<file path="config.mk">
export PLATFORM = sky130hd
export DESIGN_NAME = cs_y_buffer_flat
export DESIGN_NICKNAME = d
export VERILOG_FILES = /design/src/rtl/cs_pkg.sv /design/src/rtl/cs_y_buffer_if.sv /design/src/rtl/cs_sync_fifo.sv /design/src/rtl/cs_y_buffer.sv /design/src/flat_wrapper.sv
export SDC_FILE = /design/constraint.sdc
export NUM_CORES = 1
export LEC_CHECK = 0
export CAP_MARGIN = 20
export CORE_MARGIN = 2
export CORE_UTILIZATION = 45
export CTS_BUF_LIST = sky130_fd_sc_hd__clkbuf_16
export CTS_CLUSTER_DIAMETER = 60
export DETAILED_ROUTE_END_ITERATION = 16
export PLACE_DENSITY = 0.72
export SYNTH_ARGS = -nofsm -noshare
export SYNTH_HDL_FRONTEND = slang
export SYNTH_SLANG_ARGS = --single-unit
</file>
<file path="constraint.sdc">
create_clock -name clk -period 4.19 [get_ports clk]
set_input_delay 0.838 -clock clk [delete_from_list [all_inputs] [get_ports clk]]
set_output_delay 0.838 -clock clk [all_outputs]
set_load 0.01 [all_outputs]
</file>
<file path="src/rtl/cs_pkg.sv">
// Shared constants and types for the CS Y-result path.
package cs_pkg;

   localparam int unsigned CS_DATA_W = 10;
   localparam int unsigned CS_WIN    = 9;
   localparam int unsigned CS_WARMUP = CS_WIN - 1;

   typedef enum logic {
      WARM_UP = 1'b0,
      RUN     = 1'b1
   } cs_state_e;

endpackage

</file>
<file path="src/rtl/cs_y_buffer_if.sv">
// Stream-in / handshake-out bundle between the CS block, the Y buffer and its consumer.
interface cs_y_buffer_if
   import cs_pkg::*;
#(
   parameter int unsigned DATA_W = CS_DATA_W,
   parameter int unsigned DEPTH  = 16,
   parameter int unsigned DROP_W = 16
) ();

   localparam int unsigned LVL_W = $clog2(DEPTH) + 1;

   logic [DATA_W-1:0] y_in;
   logic              y_in_en;
   logic [DATA_W-1:0] out_data;
   logic              out_valid;
   logic              out_ready;
   logic [LVL_W-1:0]  level;
   logic              warm;
   logic              overflow;
   logic [DROP_W-1:0] drop_cnt;

   modport master (
      output y_in, y_in_en, out_ready,
      input  out_data, out_valid, level, warm, overflow, drop_cnt
   );

   modport slave (
      input  y_in, y_in_en, out_ready,
      output out_data, out_valid, level, warm, overflow, drop_cnt
   );

endinterface

</file>
<file path="src/rtl/cs_sync_fifo.sv">
// Show-ahead synchronous FIFO; head word and valid are registered so they
// reset cleanly even though the storage array does not.
module cs_sync_fifo #(
   parameter int unsigned DATA_W = 10,
   parameter int unsigned DEPTH  = 16
) (
   input  logic                         clk,
   input  logic                         reset,
   input  logic                         wr_en,
   input  logic [DATA_W-1:0]            wr_data,
   input  logic                         rd_en,
   output logic [DATA_W-1:0]            rd_data,
   output logic                         rd_valid,
   output logic [$clog2(DEPTH):0]       level,
   output logic                         full_c
);

   localparam int unsigned PTR_W = $clog2(DEPTH);
   localparam int unsigned LVL_W = PTR_W + 1;

   logic [DATA_W-1:0] mem_q [DEPTH];
   logic [PTR_W-1:0]  rd_ptr_q, rd_ptr_d;
   logic [PTR_W-1:0]  wr_ptr_q, wr_ptr_d;
   logic [LVL_W-1:0]  level_q, level_d;
   logic [DATA_W-1:0] data_q, data_d;
   logic              valid_q, valid_d;
   logic              rd_ok, wr_ok;

   assign full_c   = (level_q == LVL_W'(DEPTH));
   assign rd_data  = data_q;
   assign rd_valid = valid_q;
   assign level    = level_q;

   // Next head word: a write landing in the slot the read pointer is about
   // to point at must be forwarded, since mem_q only updates at the edge.
   always_comb begin
      rd_ok    = rd_en && valid_q;
      wr_ok    = wr_en && (!full_c || rd_ok);
      rd_ptr_d = rd_ptr_q + PTR_W'(rd_ok);
      wr_ptr_d = wr_ptr_q + PTR_W'(wr_ok);
      level_d  = level_q;
      if (wr_ok && !rd_ok) begin
         level_d = level_q + LVL_W'(1);
      end else if (rd_ok && !wr_ok) begin
         level_d = level_q - LVL_W'(1);
      end
      valid_d = (level_d != '0);
      data_d  = data_q;
      if (valid_d) begin
         if (wr_ok && (wr_ptr_q == rd_ptr_d)) begin
            data_d = wr_data;
         end else begin
            data_d = mem_q[rd_ptr_d];
         end
      end
   end

   always_ff @(posedge clk) begin
      if (reset) begin
         rd_ptr_q <= '0;
         wr_ptr_q <= '0;
         level_q  <= '0;
         data_q   <= '0;
         valid_q  <= 1'b0;
      end else begin
         rd_ptr_q <= rd_ptr_d;
         wr_ptr_q <= wr_ptr_d;
         level_q  <= level_d;
         data_q   <= data_d;
         valid_q  <= valid_d;
      end
   end

   // Storage carries no reset; only entries below level are ever observed.
   always_ff @(posedge clk) begin
      if (wr_ok) begin
         mem_q[wr_ptr_q] <= wr_data;
      end
   end

endmodule

</file>
<file path="src/rtl/cs_y_buffer.sv">
// Y-result buffer behind the CS block: drops the window-fill warm-up results,
// then queues valid results and counts any that arrive while the FIFO is full.
module cs_y_buffer
   import cs_pkg::*;
#(
   parameter int unsigned DATA_W = CS_DATA_W,
   parameter int unsigned DEPTH  = 16,
   parameter int unsigned WARMUP = CS_WARMUP,
   parameter int unsigned DROP_W = 16
) (
   input  logic           clk,
   input  logic           reset,
   cs_y_buffer_if.slave   bus
);

   localparam int unsigned WCNT_W = (WARMUP > 1) ? $clog2(WARMUP) : 1;
   localparam cs_state_e   RST_STATE = (WARMUP == 0) ? RUN : WARM_UP;

   cs_state_e         state_q, state_d;
   logic [WCNT_W-1:0] warm_cnt_q, warm_cnt_d;
   logic              warm_q, warm_d;
   logic              overflow_q, overflow_d;
   logic [DROP_W-1:0] drop_cnt_q, drop_cnt_d;

   logic              fifo_full_c;
   logic              fifo_valid;
   logic              rd_fire;
   logic              wr_en;
   logic              drop;

   // Warm-up counting, write gating and drop accounting.
   always_comb begin
      state_d    = state_q;
      warm_cnt_d = warm_cnt_q;
      overflow_d = overflow_q;
      drop_cnt_d = drop_cnt_q;
      rd_fire    = fifo_valid && bus.out_ready;
      wr_en      = 1'b0;
      drop       = 1'b0;

      case (state_q)
         WARM_UP: begin
            if (bus.y_in_en) begin
               warm_cnt_d = warm_cnt_q + WCNT_W'(1);
               if (warm_cnt_q == WCNT_W'(WARMUP - 1)) begin
                  state_d = RUN;
               end
            end
         end
         RUN: begin
            if (bus.y_in_en) begin
               if (!fifo_full_c || rd_fire) begin
                  wr_en = 1'b1;
               end else begin
                  drop = 1'b1;
               end
            end
         end
         default: state_d = RST_STATE;
      endcase

      if (drop) begin
         overflow_d = 1'b1;
         if (drop_cnt_q != '1) begin
            drop_cnt_d = drop_cnt_q + DROP_W'(1);
         end
      end
      warm_d = (state_d == RUN);
   end

   always_ff @(posedge clk) begin
      if (reset) begin
         state_q    <= RST_STATE;
         warm_cnt_q <= '0;
         warm_q     <= (RST_STATE == RUN);
         overflow_q <= 1'b0;
         drop_cnt_q <= '0;
      end else begin
         state_q    <= state_d;
         warm_cnt_q <= warm_cnt_d;
         warm_q     <= warm_d;
         overflow_q <= overflow_d;
         drop_cnt_q <= drop_cnt_d;
      end
   end

   cs_sync_fifo #(
      .DATA_W (DATA_W),
      .DEPTH  (DEPTH)
   ) u_fifo (
      .clk      (clk),
      .reset    (reset),
      .wr_en    (wr_en),
      .wr_data  (bus.y_in),
      .rd_en    (bus.out_ready),
      .rd_data  (bus.out_data),
      .rd_valid (fifo_valid),
      .level    (bus.level),
      .full_c   (fifo_full_c)
   );

   assign bus.out_valid = fifo_valid;
   assign bus.warm      = warm_q;
   assign bus.overflow  = overflow_q;
   assign bus.drop_cnt  = drop_cnt_q;

endmodule

</file>
<file path="src/flat_wrapper.sv">
// flat-port wrapper written by rule: the top's interface ports become plain ports
module cs_y_buffer_flat import cs_pkg::*;
#(
   parameter int unsigned DATA_W = CS_DATA_W,
   parameter int unsigned DEPTH  = 16,
   parameter int unsigned WARMUP = CS_WARMUP,
   parameter int unsigned DROP_W = 16
)
  (clk, reset, bus_y_in, bus_y_in_en, bus_out_ready, bus_out_data, bus_out_valid, bus_level, bus_warm, bus_overflow, bus_drop_cnt);
  cs_y_buffer_if #(.DATA_W(DATA_W), .DEPTH(DEPTH), .DROP_W(DROP_W)) bus_i ();
  input  logic clk;
  input  logic reset;
  input wire logic [$bits(bus_i.y_in)-1:0] bus_y_in;
  input wire logic [$bits(bus_i.y_in_en)-1:0] bus_y_in_en;
  input wire logic [$bits(bus_i.out_ready)-1:0] bus_out_ready;
  output wire logic [$bits(bus_i.out_data)-1:0] bus_out_data;
  output wire logic [$bits(bus_i.out_valid)-1:0] bus_out_valid;
  output wire logic [$bits(bus_i.level)-1:0] bus_level;
  output wire logic [$bits(bus_i.warm)-1:0] bus_warm;
  output wire logic [$bits(bus_i.overflow)-1:0] bus_overflow;
  output wire logic [$bits(bus_i.drop_cnt)-1:0] bus_drop_cnt;
  assign bus_i.y_in = bus_y_in;
  assign bus_i.y_in_en = bus_y_in_en;
  assign bus_i.out_ready = bus_out_ready;
  assign bus_out_data = bus_i.out_data;
  assign bus_out_valid = bus_i.out_valid;
  assign bus_level = bus_i.level;
  assign bus_warm = bus_i.warm;
  assign bus_overflow = bus_i.overflow;
  assign bus_drop_cnt = bus_i.drop_cnt;
  cs_y_buffer #(.DATA_W(DATA_W), .DEPTH(DEPTH), .WARMUP(WARMUP), .DROP_W(DROP_W)) u_core (.clk(clk), .reset(reset), .bus(bus_i));
endmodule
</file>
# == After elaboration in Yosys (flattened, before gate mapping) ==
# Memories as Yosys holds them, arrays and structs flattened. A register that Yosys moved wholly into a read port is not among the register bits.
# Cells that the tools add are included.
# op_classes
div_mod_pow,0
order_cmp,0
reduce_logical,11
n_mul,0
mux,13
bitwise,1
n_shift,0
add_sub_neg,6
n_eq_ne,3
# op_table
op,n
$add A16 B1 Y16 const B,1
$ne A16 B16 Y1 const B,1
$mux W1,11
$mux W5,2
$add A4 B1 Y4,2
$add A5 B1 Y5 const B,1
$eq A5 B5 Y1 const B,1
$reduce_bool A5 Y1,1
$sub A5 B1 Y5 const B,1
$logic_and A1 B1 Y1,4
$reduce_and A2 Y1,2
$add A3 B1 Y3 const B,1
$eq A3 B3 Y1 const B,1
$logic_not A1 Y1,3
$logic_or A1 B1 Y1,1
$not A1 Y1,1
# totals
ramBits,160
latch_bits,0
register_bits,35
in_bits,14
mem_count,1
output_inout_bits,34
rom_bits,0
# memory_table
memory,words,width,read_ports,rd_ports_with_merged_regs,wr,line,text
u_core.u_fifo.mem_q,16,10,1,1,1,cs_sync_fifo.sv:21,logic [DATA_W-1:0] mem_q [DEPTH];

# == Depth between registers and ports, before layout ==
# depth
depth_word,12
ltp_mapped,12
ltp_nobuf,10

# == Hierarchy ==
# Synthesis repeated with hierarchy kept, for this count alone.
# unflattened
cells_unflattened,662
area_unflattened_um2,8637.0
# modules_own_cells
module,area_per_inst_um2,cells_per_inst,instances
cs_sync_fifo,7568.5,538,1
cs_y_buffer,1068.5,124,1

# == Worst setup path after synthesis ==
# OpenSTA, ideal clock, no wires.
# synth_timing
kind,input -> register
startpoint,input bus_out_ready
endpoint,"register u_core.u_fifo.data_q[8] (netlist: u_core.u_fifo.rd_data[8]), read port of u_core.u_fifo.mem_q"
setup_time_ns,0.132
path_stages,12
slack_ns,1.137
arrival_time_ns,2.921
t_required_ns,4.058
cell_sequence,nand2_2 inv_2 ha_1 ha_1 buf_2 buf_2 mux4_2 mux2_2 a32oi_1 o31ai_1 o211ai_1 a21oi_1
# synth_between
elab_cells_between_ends,14
classes_between,add/sub: 1; mux: 5; reduce/logical: 8
# synth_lines
item,line,text
"start, declared",flat_wrapper.sv:15,input wire logic [$bits(bus_i.out_ready)-1:0] bus_out_ready;
$logic_and A1 B1 Y1,cs_sync_fifo.sv:37,rd_ok = rd_en && valid_q;
$add A4 B1 Y4,cs_sync_fifo.sv:39,rd_ptr_d = rd_ptr_q + PTR_W'(rd_ok);
via u_core.u_fifo.rd_ptr_d[1],cs_sync_fifo.sv:22,"logic [PTR_W-1:0] rd_ptr_q, rd_ptr_d;"
"end, declared",cs_sync_fifo.sv:25,"logic [DATA_W-1:0] data_q, data_d;"
# The timed path passes the listed nets, and every way through them passes these cells.
# A chain may end at the register's enable or synchronous reset.

# == Worst setup path in the final report ==
# layout_timing
startpoint,input bus_out_ready
endpoint,"register u_core.u_fifo.data_q[0] (netlist: u_core.u_fifo.rd_data[0]), read port of u_core.u_fifo.mem_q"
# Same word-level chain as after synthesis.

==> run_results.csv <==
group,metric,value,unit
run_status,outcome,"completed",
clock_network,cts_tree,"yes",
clock_network,cts_root_buffer,"clkbuf_16",
min_path,hp-class,"flop to flop",
worst_setup_path,crit_fanout,11,
worst_setup_path,crit_top_cell,"nand3_1",
synth,synthMuxAreaShare,0.113,
place,pre_cts_ws,0.402,ns
timing,tns,0,ns
grt,grt_pass1_wl,30500,um
synth,ys.flop_type,"edfxtp_1",
place,io_buffer_count,47,
power,total_power,5100,uW
die,dieArea,20300,um^2
synth,synth_top_family_by_area,"multiplexers",
synth,synth_fa_ha_area_frac,0.0145,
layout,fin_nets,642,
synth,synth_nets,572,
timing,fmax,306,MHz
timing,setup_violations,0,
synth,synth_common_cells,"160 x edfxtp_1, 45 x dfxtp_1, 40 x nor2_1",
synth,syn_area_per_cell,15.7,um^2
drt,wl_per_cell,22.6,um
worst_setup_path,startpoint_type,"input port",
worst_setup_path,path_cells,"clkdlybuf4s50_1 -> nand2_2 -> inv_2 -> ha_1 -> ha_2 -> buf_4 -> mux4_2 -> a22oi_1 -> nand3_1 -> o211ai_1 -> nand3_1",
power,leakage,0.00330,uW
layout,syn2layout_area_growth,17.9,%
die,die_x,142,um
synth,netlist_top_cells_area,"edfxtp_1 56%, dfxtp_1 10%, mux4_2 10%",
grt,busiest_layer,"met2",
timing,rsz0062_at_grt,"false",
synth,synth_most_common_cell,"edfxtp_1",
synth,yosysTopAreaCell,"edfxtp_1",
clock_network,clkTransAtPathRegs,0.06,ns
clock_network,ctsHtreeMaxLevel,1,
synth,synthArstFlopShare,0,
worst_setup_path,worstPathRequired,4.58,ns
synth,seq_area_frac_synth,0.662,
clock_network,cts_setup_buffers,0,
worst_setup_path,cp_data_arrival_time,3.65,ns
worst_setup_path,worstSetupPathType,"input port to flop",
worst_setup_path,endpoint_kind,"flop",
grt,grt.total_usage,0.200,
clock_network,hold_buffers,0,
synth,syn_inst,548,
synth,synthXorXnorAreaFrac,0.0258,
place,dpl.cell_count,826,
synth,synth-edff-count,160,
die,row_count,50,
die,pin_count,48,
drt,viasPerCell,6.02,
grt,grt_max_degree,39,
layout,fin_cells,866,
timing,finalMaxSlewViolations,0,
timing,fin_crit_sh,0.779,
worst_setup_path,critPathSlowestCell,"mux4_2",
clock_network,clk_latency,0.51,ns
worst_setup_path,critPathMaxStageDelay,0.53,ns
clock_network,clk_path_buf_depth,3,
grt,antenna_found_initial,0,
layout,drive_gt1_frac,0.195,
grt,use_met2,0.330,
grt,use_met1,0.273,
timing,tightest_slew,0.902,ns
synth,synth_compound_area_frac,0.0559,
synth,synth-seq-cells,205,
synth,synth_cell_types,63,
synth,synth_area,8620,um^2
clock_network,numCtsBuffers,22,
place,dp_hpwl,12800,um
clock_network,post_cts_resized,0,
drt,antenna_left,0,
timing,fin_ws,0.925,ns
timing,post-route-min-period,3.27,ns
grt,overflow,0,
drt,wl,19500,um
place,place_congestion,0.851,
drt,drtIter0Drc,418,
timing,slew_headroom,0.398,
drt,firstDrtPassIters,5,
synth,synth-simple-area-share,0.109,
timing,hold_viol_final,0,
power,power_density,502,nW/um^2
die,core,18800,um^2
power,peakVddDrop,346,uV
flow_run,maxCapViolations,0,
synth,synth_top_area_frac,0.558,
timing,skew,0.0265,ns
drt,vias,5210,
layout,antenna_cells,0,
drt,drc,0,
die,die_h,142,um
layout,post-route-util,0.541,
die,start_util,0.459,
grt,gr-usage-met3,0.0377,
grt,grt_pass1_vias,5277,
clock_network,cts_sinks,205,
synth,ys_warn_count,0,
## stage by stage
step / cell area (um^2) / hold slack [ns]
global route: 10200 / 0.529
CTS: 10100 / 0.497
detailed placement: 9510 / 0.489
finish: 10200 / 0.495
global placement: 9460 / 0.467
floorplan: 8620 / 0.465
## where the power goes
group / total [uW] / internal, uW / switching (uW)
registers: 2350 / 2270 / 84.6
clock network: 1710 / 956 / 751
logic: 1040 / 436 / 608
total: 5100 / 3660 / 1440
## final cells by class
cell class / instances / area [um^2]
clock inverter: 16 / 86.3
fill: 1470 / 8610
clock buffer: 22 / 551
tap: 234 / 293
timing repair buffer: 75 / 721
multi-input combinational: 306 / 2780
inverter: 8 / 30.0
sequential: 205 / 5710
## cells in the final DEF, fill, tap and decap left out, drive strengths merged, types with 9 or more instances in the layout
cell type,count
edfxtp,160
clkinv,9
buf,28
ha,10
clkdlybuf4s50,47
inv,15
xnor2,13
mux4,39
nand2,20
o211ai,10
xor2,9
dfxtp,45
nor3,15
o2111ai,9
nand4,12
clkbuf,22
nand3,33
nand3b,10
nor2,42
a22oi,9
## per-layer routing
metal | part of all wire | up-vias | routed length [um]
met3 | 0.090 | 41 | 1770
met2 | 0.48 | 261 | 9370
met4 | 0.024 | 0 | 466
li1 | - | 2299 | -
met1 | 0.41 | 2609 | 7930
met5 | 0 | - | 0
## registers in the layout (all words and copies together) (netlist names)
name and flops:
u_core.u_fifo.rd_ptr_q 4, u_core.u_fifo.rd_data 10, u_core.bus.drop_cnt 16, u_core.u_fifo.wr_ptr_q 4
u_core.u_fifo.rd_valid 1, u_core.u_fifo.mem_q 160, u_core.bus.overflow 1, u_core.state_q 1
u_core.warm_cnt_q 3, u_core.u_fifo.level 5
## logic make-up after synthesis
group                      after synthesis
AOI/OAI and AO/OA                       58
xor gates and xnor gates                23
adders and majority gates               10
buffers and inverters                   37
DFF                                    205
muxes                                   48
and+or+nand+nor                        167
## critical path: cells and delay by family
family                   cells  cell delay [ns]
AO/OA/AOI/OAI                2             0.35
adder cells (fa/ha/maj)      2             0.64
buffers and inverters        3             0.86
multiplexers                 1             0.53
AND/OR/NAND/NOR              3             0.41
## final timing paths
path                                from                  endpoint  slack [ns]  depth (start not counted)
setup / recovery           bus_out_ready  u_core.u_fifo.rd_data[0]        0.92                         11
hold / removal       u_core.bus.overflow       u_core.bus.overflow        0.50                          1
setup reg to reg  u_core.u_fifo.rd_valid  u_core.u_fifo.rd_data[0]        1.42                         10
hold reg to reg      u_core.bus.overflow       u_core.bus.overflow        0.50                          1
Note: power is estimated with default switching activity, not from simulation.
